<file path="config.mk">
export PLATFORM = sky130hd
export DESIGN_NAME = mmu_paged
export DESIGN_NICKNAME = d
export VERILOG_FILES = /design/src/rtl/mmu_paged.sv
export SDC_FILE = /design/constraint.sdc
export NUM_CORES = 2
export LEC_CHECK = 0
export CORE_ASPECT_RATIO = 1.25
export CORE_MARGIN = 2
export CORE_UTILIZATION = 39
export DETAILED_ROUTE_END_ITERATION = 8
export GPL_ROUTABILITY_DRIVEN = 0
export MAX_ROUTING_LAYER = met4
export PLACE_DENSITY = 0.63
export SLEW_MARGIN = 30
export SYNTH_ARGS = -nofsm -noshare
export SYNTH_HDL_FRONTEND = slang
export SYNTH_SLANG_ARGS = --single-unit
</file>
<file path="constraint.sdc">
create_clock -name E -period 2.75 [get_ports E]
set_input_delay 0.4125 -clock E [delete_from_list [all_inputs] [get_ports E]]
set_output_delay 0.4125 -clock E [all_outputs]
set_load 0.005 [all_outputs]
</file>
<file path="src/rtl/mmu_paged.sv">
// Paged MMU for the 6809 bus: on-chip task maps, per-page write protection with a fault latch,
// delayed task switch and forced task 0 on vector fetch. All state changes on the falling edge of E.
module mmu_paged #(
    parameter int          TASK_BITS    = 2,
    parameter int          PAGE_BITS    = 4,
    parameter int          PHYS_BITS    = 8,
    parameter logic [15:0] IO_ADDR_MIN  = 16'hFC00,
    parameter logic [15:0] IO_ADDR_MAX  = 16'hFEFF,
    parameter logic [15:0] MMU_BASE     = 16'hFE20,
    parameter int          SWITCH_DELAY = 3
) (
    input  logic                 E,
    input  logic                 nRESET,
    input  logic [15:0]          ADDR,
    input  logic                 RnW,
    input  logic                 BA,
    input  logic                 BS,
    input  logic [7:0]           DATA_in,
    output logic [7:0]           DATA_out,
    output logic                 DATA_oe,
    output logic [PHYS_BITS-1:0] PPAGE,
    output logic                 IO_SEL,
    output logic                 WR_INH,
    output logic                 nIRQ
);

    localparam int NTASK = 1 << TASK_BITS;
    localparam int NPAGE = 1 << PAGE_BITS;

    typedef enum logic [2:0] {
        REG_CTRL    = 3'd0,
        REG_TASK    = 3'd1,
        REG_ACCTASK = 3'd2,
        REG_STATUS  = 3'd3,
        REG_INDEX   = 3'd4,
        REG_MAP     = 3'd5,
        REG_ATTR    = 3'd6,
        REG_RSVD    = 3'd7
    } reg_off_e;

    logic [2:0]           r_ctrl;
    logic [TASK_BITS-1:0] r_task;
    logic [TASK_BITS-1:0] r_acctask;
    logic [TASK_BITS-1:0] r_pend_task;
    logic [TASK_BITS-1:0] r_fault_task;
    logic [PAGE_BITS-1:0] r_index;
    logic [PAGE_BITS-1:0] r_fault_page;
    logic                 r_fault;
    logic [3:0]           r_cnt;
    logic [PHYS_BITS-1:0] r_map [NTASK][NPAGE];
    logic                 r_wp  [NTASK][NPAGE];

    logic [PAGE_BITS-1:0] w_lpage;
    logic [TASK_BITS-1:0] w_eff_task;
    logic                 w_sel;
    logic                 w_wr;
    reg_off_e             w_off;
    logic                 w_status_clr;
    logic                 w_wr_inh;
    logic [7:0]           w_status;
    logic [7:0]           w_rdata;

    assign w_lpage      = ADDR[15 -: PAGE_BITS];
    // Vector fetches always run from task 0 so exception entry has a known map.
    assign w_eff_task   = (!BA && BS) ? '0 : r_task;
    assign IO_SEL       = (ADDR >= IO_ADDR_MIN) && (ADDR <= IO_ADDR_MAX);
    assign w_sel        = (ADDR[15:3] == MMU_BASE[15:3]);
    assign w_wr         = w_sel && !RnW;
    assign w_off        = reg_off_e'(ADDR[2:0]);
    assign w_status_clr = w_wr && (w_off == REG_STATUS) && DATA_in[7];

    assign PPAGE    = (!r_ctrl[0] || IO_SEL) ? PHYS_BITS'(w_lpage) : r_map[w_eff_task][w_lpage];
    assign w_wr_inh = r_ctrl[1] && r_ctrl[0] && !RnW && !IO_SEL && r_wp[w_eff_task][w_lpage];
    assign WR_INH   = w_wr_inh;
    assign nIRQ     = !(r_fault && r_ctrl[2]);
    assign DATA_oe  = E && RnW && w_sel;
    assign DATA_out = w_rdata;

    always_comb begin
        w_status                  = '0;
        w_status[7]               = r_fault;
        w_status[TASK_BITS+3:4]   = r_fault_task;
        w_status[PAGE_BITS-1:0]   = r_fault_page;
    end

    always_comb begin
        w_rdata = '0;
        case (w_off)
            REG_CTRL:    w_rdata = {5'd0, r_ctrl};
            REG_TASK:    w_rdata = 8'(r_task);
            REG_ACCTASK: w_rdata = 8'(r_acctask);
            REG_STATUS:  w_rdata = w_status;
            REG_INDEX:   w_rdata = 8'(r_index);
            REG_MAP:     w_rdata = 8'(r_map[r_acctask][r_index]);
            REG_ATTR:    w_rdata = {7'd0, r_wp[r_acctask][r_index]};
            default:     w_rdata = '0;
        endcase
    end

    // NOTE: sequential state uses non-blocking assignments so every register samples pre-edge values.
    always_ff @(negedge E) begin
        if (!nRESET) begin
            r_ctrl       <= '0;
            r_task       <= '0;
            r_acctask    <= '0;
            r_pend_task  <= '0;
            r_index      <= '0;
            r_fault      <= 1'b0;
            r_fault_task <= '0;
            r_fault_page <= '0;
            r_cnt        <= '0;
        end else begin
            if (w_wr) begin
                case (w_off)
                    REG_CTRL:    r_ctrl    <= DATA_in[2:0];
                    REG_ACCTASK: r_acctask <= DATA_in[TASK_BITS-1:0];
                    REG_INDEX:   r_index   <= DATA_in[PAGE_BITS-1:0];
                    default:     ;
                endcase
            end

            if (w_wr && w_off == REG_TASK) begin
                if (DATA_in[7]) begin
                    r_task <= DATA_in[TASK_BITS-1:0];
                    r_cnt  <= '0;
                end else begin
                    r_pend_task <= DATA_in[TASK_BITS-1:0];
                    r_cnt       <= 4'(SWITCH_DELAY);
                end
            end else if (r_cnt != '0) begin
                r_cnt <= r_cnt - 4'd1;
                if (r_cnt == 4'd1) r_task <= r_pend_task;
            end

            // A fault coinciding with a STATUS clear wins and is latched as the new first fault.
            if (w_wr_inh) begin
                r_fault <= 1'b1;
                if (!r_fault || w_status_clr) begin
                    r_fault_task <= w_eff_task;
                    r_fault_page <= w_lpage;
                end
            end else if (w_status_clr) begin
                r_fault <= 1'b0;
            end
        end
    end

    for (genvar t = 0; t < NTASK; t++) begin : g_task
        for (genvar p = 0; p < NPAGE; p++) begin : g_page
            // NOTE: the map is flops, not RAM, so it can (and must) reset to the identity mapping.
            always_ff @(negedge E) begin
                if (!nRESET) begin
                    r_map[t][p] <= PHYS_BITS'(p);
                    r_wp[t][p]  <= 1'b0;
                end else if (w_wr && r_acctask == TASK_BITS'(t) && r_index == PAGE_BITS'(p)) begin
                    if (w_off == REG_MAP)  r_map[t][p] <= DATA_in[PHYS_BITS-1:0];
                    if (w_off == REG_ATTR) r_wp[t][p]  <= DATA_in[0];
                end
            end
        end
    end

endmodule

</file>
==> flow_summary.json <==
{
  "ys_seq_area_frac": 0.532,
  "critPathMaxFanout": 7,
  "pwr_density_cell_mw_per_mm2": 593,
  "clock_latency_ns": 0.88,
  "numPortBuffers": 48,
  "violations": "design-rule violations, negative setup slack",
  "initial_utilization": 0.392,
  "ant_nets": 0,
  "slew_headroom": 0.334,
  "fillers": 6146,
  "yosys.area.top_type": "edfxtp_1",
  "holdWs_ns": 0.466,
  "ir_drop_v": 0.000549,
  "cp.arrival_ns": 5.03,
  "synth-edff-count": 575,
  "hpwl_um": 97600,
  "synth_common_cells": "edfxtp_1, and2_1, nand2_1, nor2_1, clkbuf_1",
  "crit_path_end_kind": "primary output",
  "clk_pin_slew_ns": 0.05,
  "post-route-util": 0.595,
  "p_leak_nw": 20.4,
  "finalMaxSlewViolations": 0,
  "avgRoutedWirePerCell_um": 31.7,
  "tightestPinTransition_ns": 0.999,
  "fin_cells": 5263,
  "pin_count": 49,
  "critical_path.cell_chain": "buf_6 -> buf_16 -> mux4_2 -> mux4_2 -> mux4_2 -> nor2_4 -> nor3b_2 -> buf_2",
  "min_to": "r_fault_page[0]$_SDFFE_NN0P_",
  "r2r_start": "r_task[1]$_SDFFE_NN0P_",
  "dieHeight_um": 332,
  "drive_above_1_share": 0.374,
  "layout_setup_ws_ns": -2.69,
  "firstDrtPassIters": 9,
  "crit_family": "multiplexers",
  "crit_top_cell": "mux4_2",
  "core-area_mm2": 0.0854,
  "hold_viol": 0,
  "min-delay-start": "r_fault_page[0]$_SDFFE_NN0P_",
  "cp_num_buf_inv": 3,
  "synth-seq-cells": 602,
  "postCtsHoldBufs": 0,
  "synth_flop_cell": "edfxtp_1",
  "grt_overflow": 0,
  "syn_inst": 2811,
  "row_count": 120,
  "grt_max_degree": 65,
  "drc_errors": 151,
  "dp.cells": 4338,
  "syn_nets": 2843,
  "wl_met2_um": 70800,
  "reg2reg_slack_ns": -0.08,
  "startpoint_type": "flip-flop",
  "hold-path-cell-count": 2,
  "power.total_mw": 30.2,
  "rsz0062_at_grt": "true",
  "hold_class": "flip-flop to flip-flop",
  "cp_slowest_cell": "mux4_2",
  "tns_ns": -542.62,
  "grt_pass1_vias": 34200,
  "syn_avg_cell_area_um2": 11.9,
  "yosysTopAreaCellShare": 0.516,
  "yosysWarnings": 0,
  "crit_type": "flip-flop to primary output",
  "cpPeakStageDelay_ns": 0.60,
  "dr.first_iter.drc_count": 6405,
  "cts_tree": "done",
  "dr_wl_met3_um": 27400,
  "reg2reg_depth": 12,
  "dieWidth_um": 266,
  "status": "finished with violations",
  "post-place-ws_ns": -2.24,
  "ys_types": 78,
  "cap_violations": 0,
  "synthTopCellsByArea": "edfxtp_1, mux4_2, and2_1, nand2_1, or3_1",
  "yosys.cell_count.top_type": "edfxtp_1",
  "die_area_mm2": 0.0882,
  "gr-usage-all-layers": 0.365,
  "dpl-instance-area_mm2": 0.0415,
  "grt_pass1_wl_um": 225000,
  "finalSetupViolCount": 1187,
  "finalInstanceArea_mm2": 0.0509,
  "final_nets": 4126,
  "viasPerCell": 6.54,
  "area_growth_pct": 51.9,
  "vias": 34400,
  "antenna_found_initial": 14,
  "syn_area_mm2": 0.0335,
  "drt_wl_total_um": 167000,
  "ys_async_sr_fraction": 0,
  "m1WireLength_um": 50200,
  "timing.rr.end": "r_fault_page[2]$_SDFFE_NN0P_",
  "skew_ns": 0.0483,
  "critPathRequiredTime_ns": 2.34,
  "highest_layer": "met4"
}
state kept, by name (all words and copies together), names as in the netlist, named ones only:
register	count
r_map	512
r_fault_page	4
r_cnt	4
r_pend_task	2
r_wp	64
r_fault_task	2
r_ctrl	3
r_task	2
r_index	4
r_fault	1
r_acctask	2
logic make-up (layout without fill, tap and decap cells):
family / after synthesis / count (layout) / share of synthesized area
adders and majority gates: 3 / 3 / 0.00112
and+or+nand+nor: 1131 / 1131 / 0.178
xor gates and xnor gates: 1 / 1 / 0.000262
AOI/OAI and AO/OA: 497 / 497 / 0.0980
DFF: 602 / 602 / 0.532
other: 0 / 22 / 0
buffers and inverters: 303 / 1635 / 0.0380
muxes: 274 / 274 / 0.153
report_power, final:
part / internal [mW] / total (mW) / switching, mW
Sequential: 10.5 / 10.8 / 0.325
Combinational: 2.74 / 6.35 / 3.61
Clock: 6.41 / 13.0 / 6.60
Total: 19.6 / 30.2 / 10.5
what timing repair did:
item / in CTS / in global routing
pin swaps: 105 / 107
gates cloned: 27 / 12
setup endpoints to repair: 1196 / 1191
gates resized for setup: 469 / 257
buffers inserted: 111 / 66
per-layer routing:
layer / vias to the layer above / GRT usage
met3: 1277 / 0.166
met1: 16200 / 0.386
met2: 3625 / 0.520
met4: 0 / 0.301
met5: - / -
li1: 13300 / -
final cells by class:
class | count | area [um2] | share of cell area
timing repair buffer | 907 | 10100 | 0.198
inverter | 10 | 47.5 | 0.000935
tap | 1098 | 1370 | 0.0270
clock inverter | 652 | 2800 | 0.0551
antenna | 22 | 55.1 | 0.00108
clock buffer | 66 | 1640 | 0.0322
sequential | 602 | 17800 | 0.350
multi-input combinational | 1906 | 17100 | 0.336
placed cells by master (no fill, tap or decap), types with 15 or more instances in the layout:
cell type   Yosys  final
buf_4          12    564
mux2i_1        77     70
and3_1         80     78
buf_6           4     82
nand3_1        28     22
and2_4          0     36
a31oi_1        70     52
nor2_4          0     37
o21ai_4         0     75
o22ai_1        38     32
or3_1         132    126
mux4_2        189    189
and2_1        289    253
nor2b_1        61     61
nand2b_1       19     19
nor2_1        205    167
a21oi_1        24     17
edfxtp_1      575    575
o21ai_0       160     45
nor3_1         19     17
inv_1          10    619
a211oi_1       56     41
o221ai_1       38     25
diode_2         0     22
buf_2          47     29
a22oi_1        28     19
buf_12          0    158
buf_16          0     29
clkinvlp_2      0     15
clkbuf_16       0     76
o21ai_2         0     29
buf_8           0     21
nand2_1       252    235
dfxtp_1        27     20
worst max path at each step:
stage                                      start           to  slack, ns  cells past startpoint
after floorplan                        flip-flop  DATA_out[1]      -1.22                      6
final                                  flip-flop  DATA_out[4]      -2.69                      8
after global placement    r_task[1]$_SDFFE_NN0P_     PPAGE[4]      -2.18                     12
after global routing                   flip-flop  DATA_out[4]      -2.68                      8
after CTS                              flip-flop  DATA_out[4]      -2.61                      9
after detailed placement  r_task[1]$_SDFFE_NN0P_     PPAGE[4]      -2.24                     12
tightest hold or removal path: stages, from the launching register on:
cell and delay, ns:
dfxtp_1 0.30, nand2_1 0.06, mux2i_1 0.05
(Power assumes the default switching activity.)
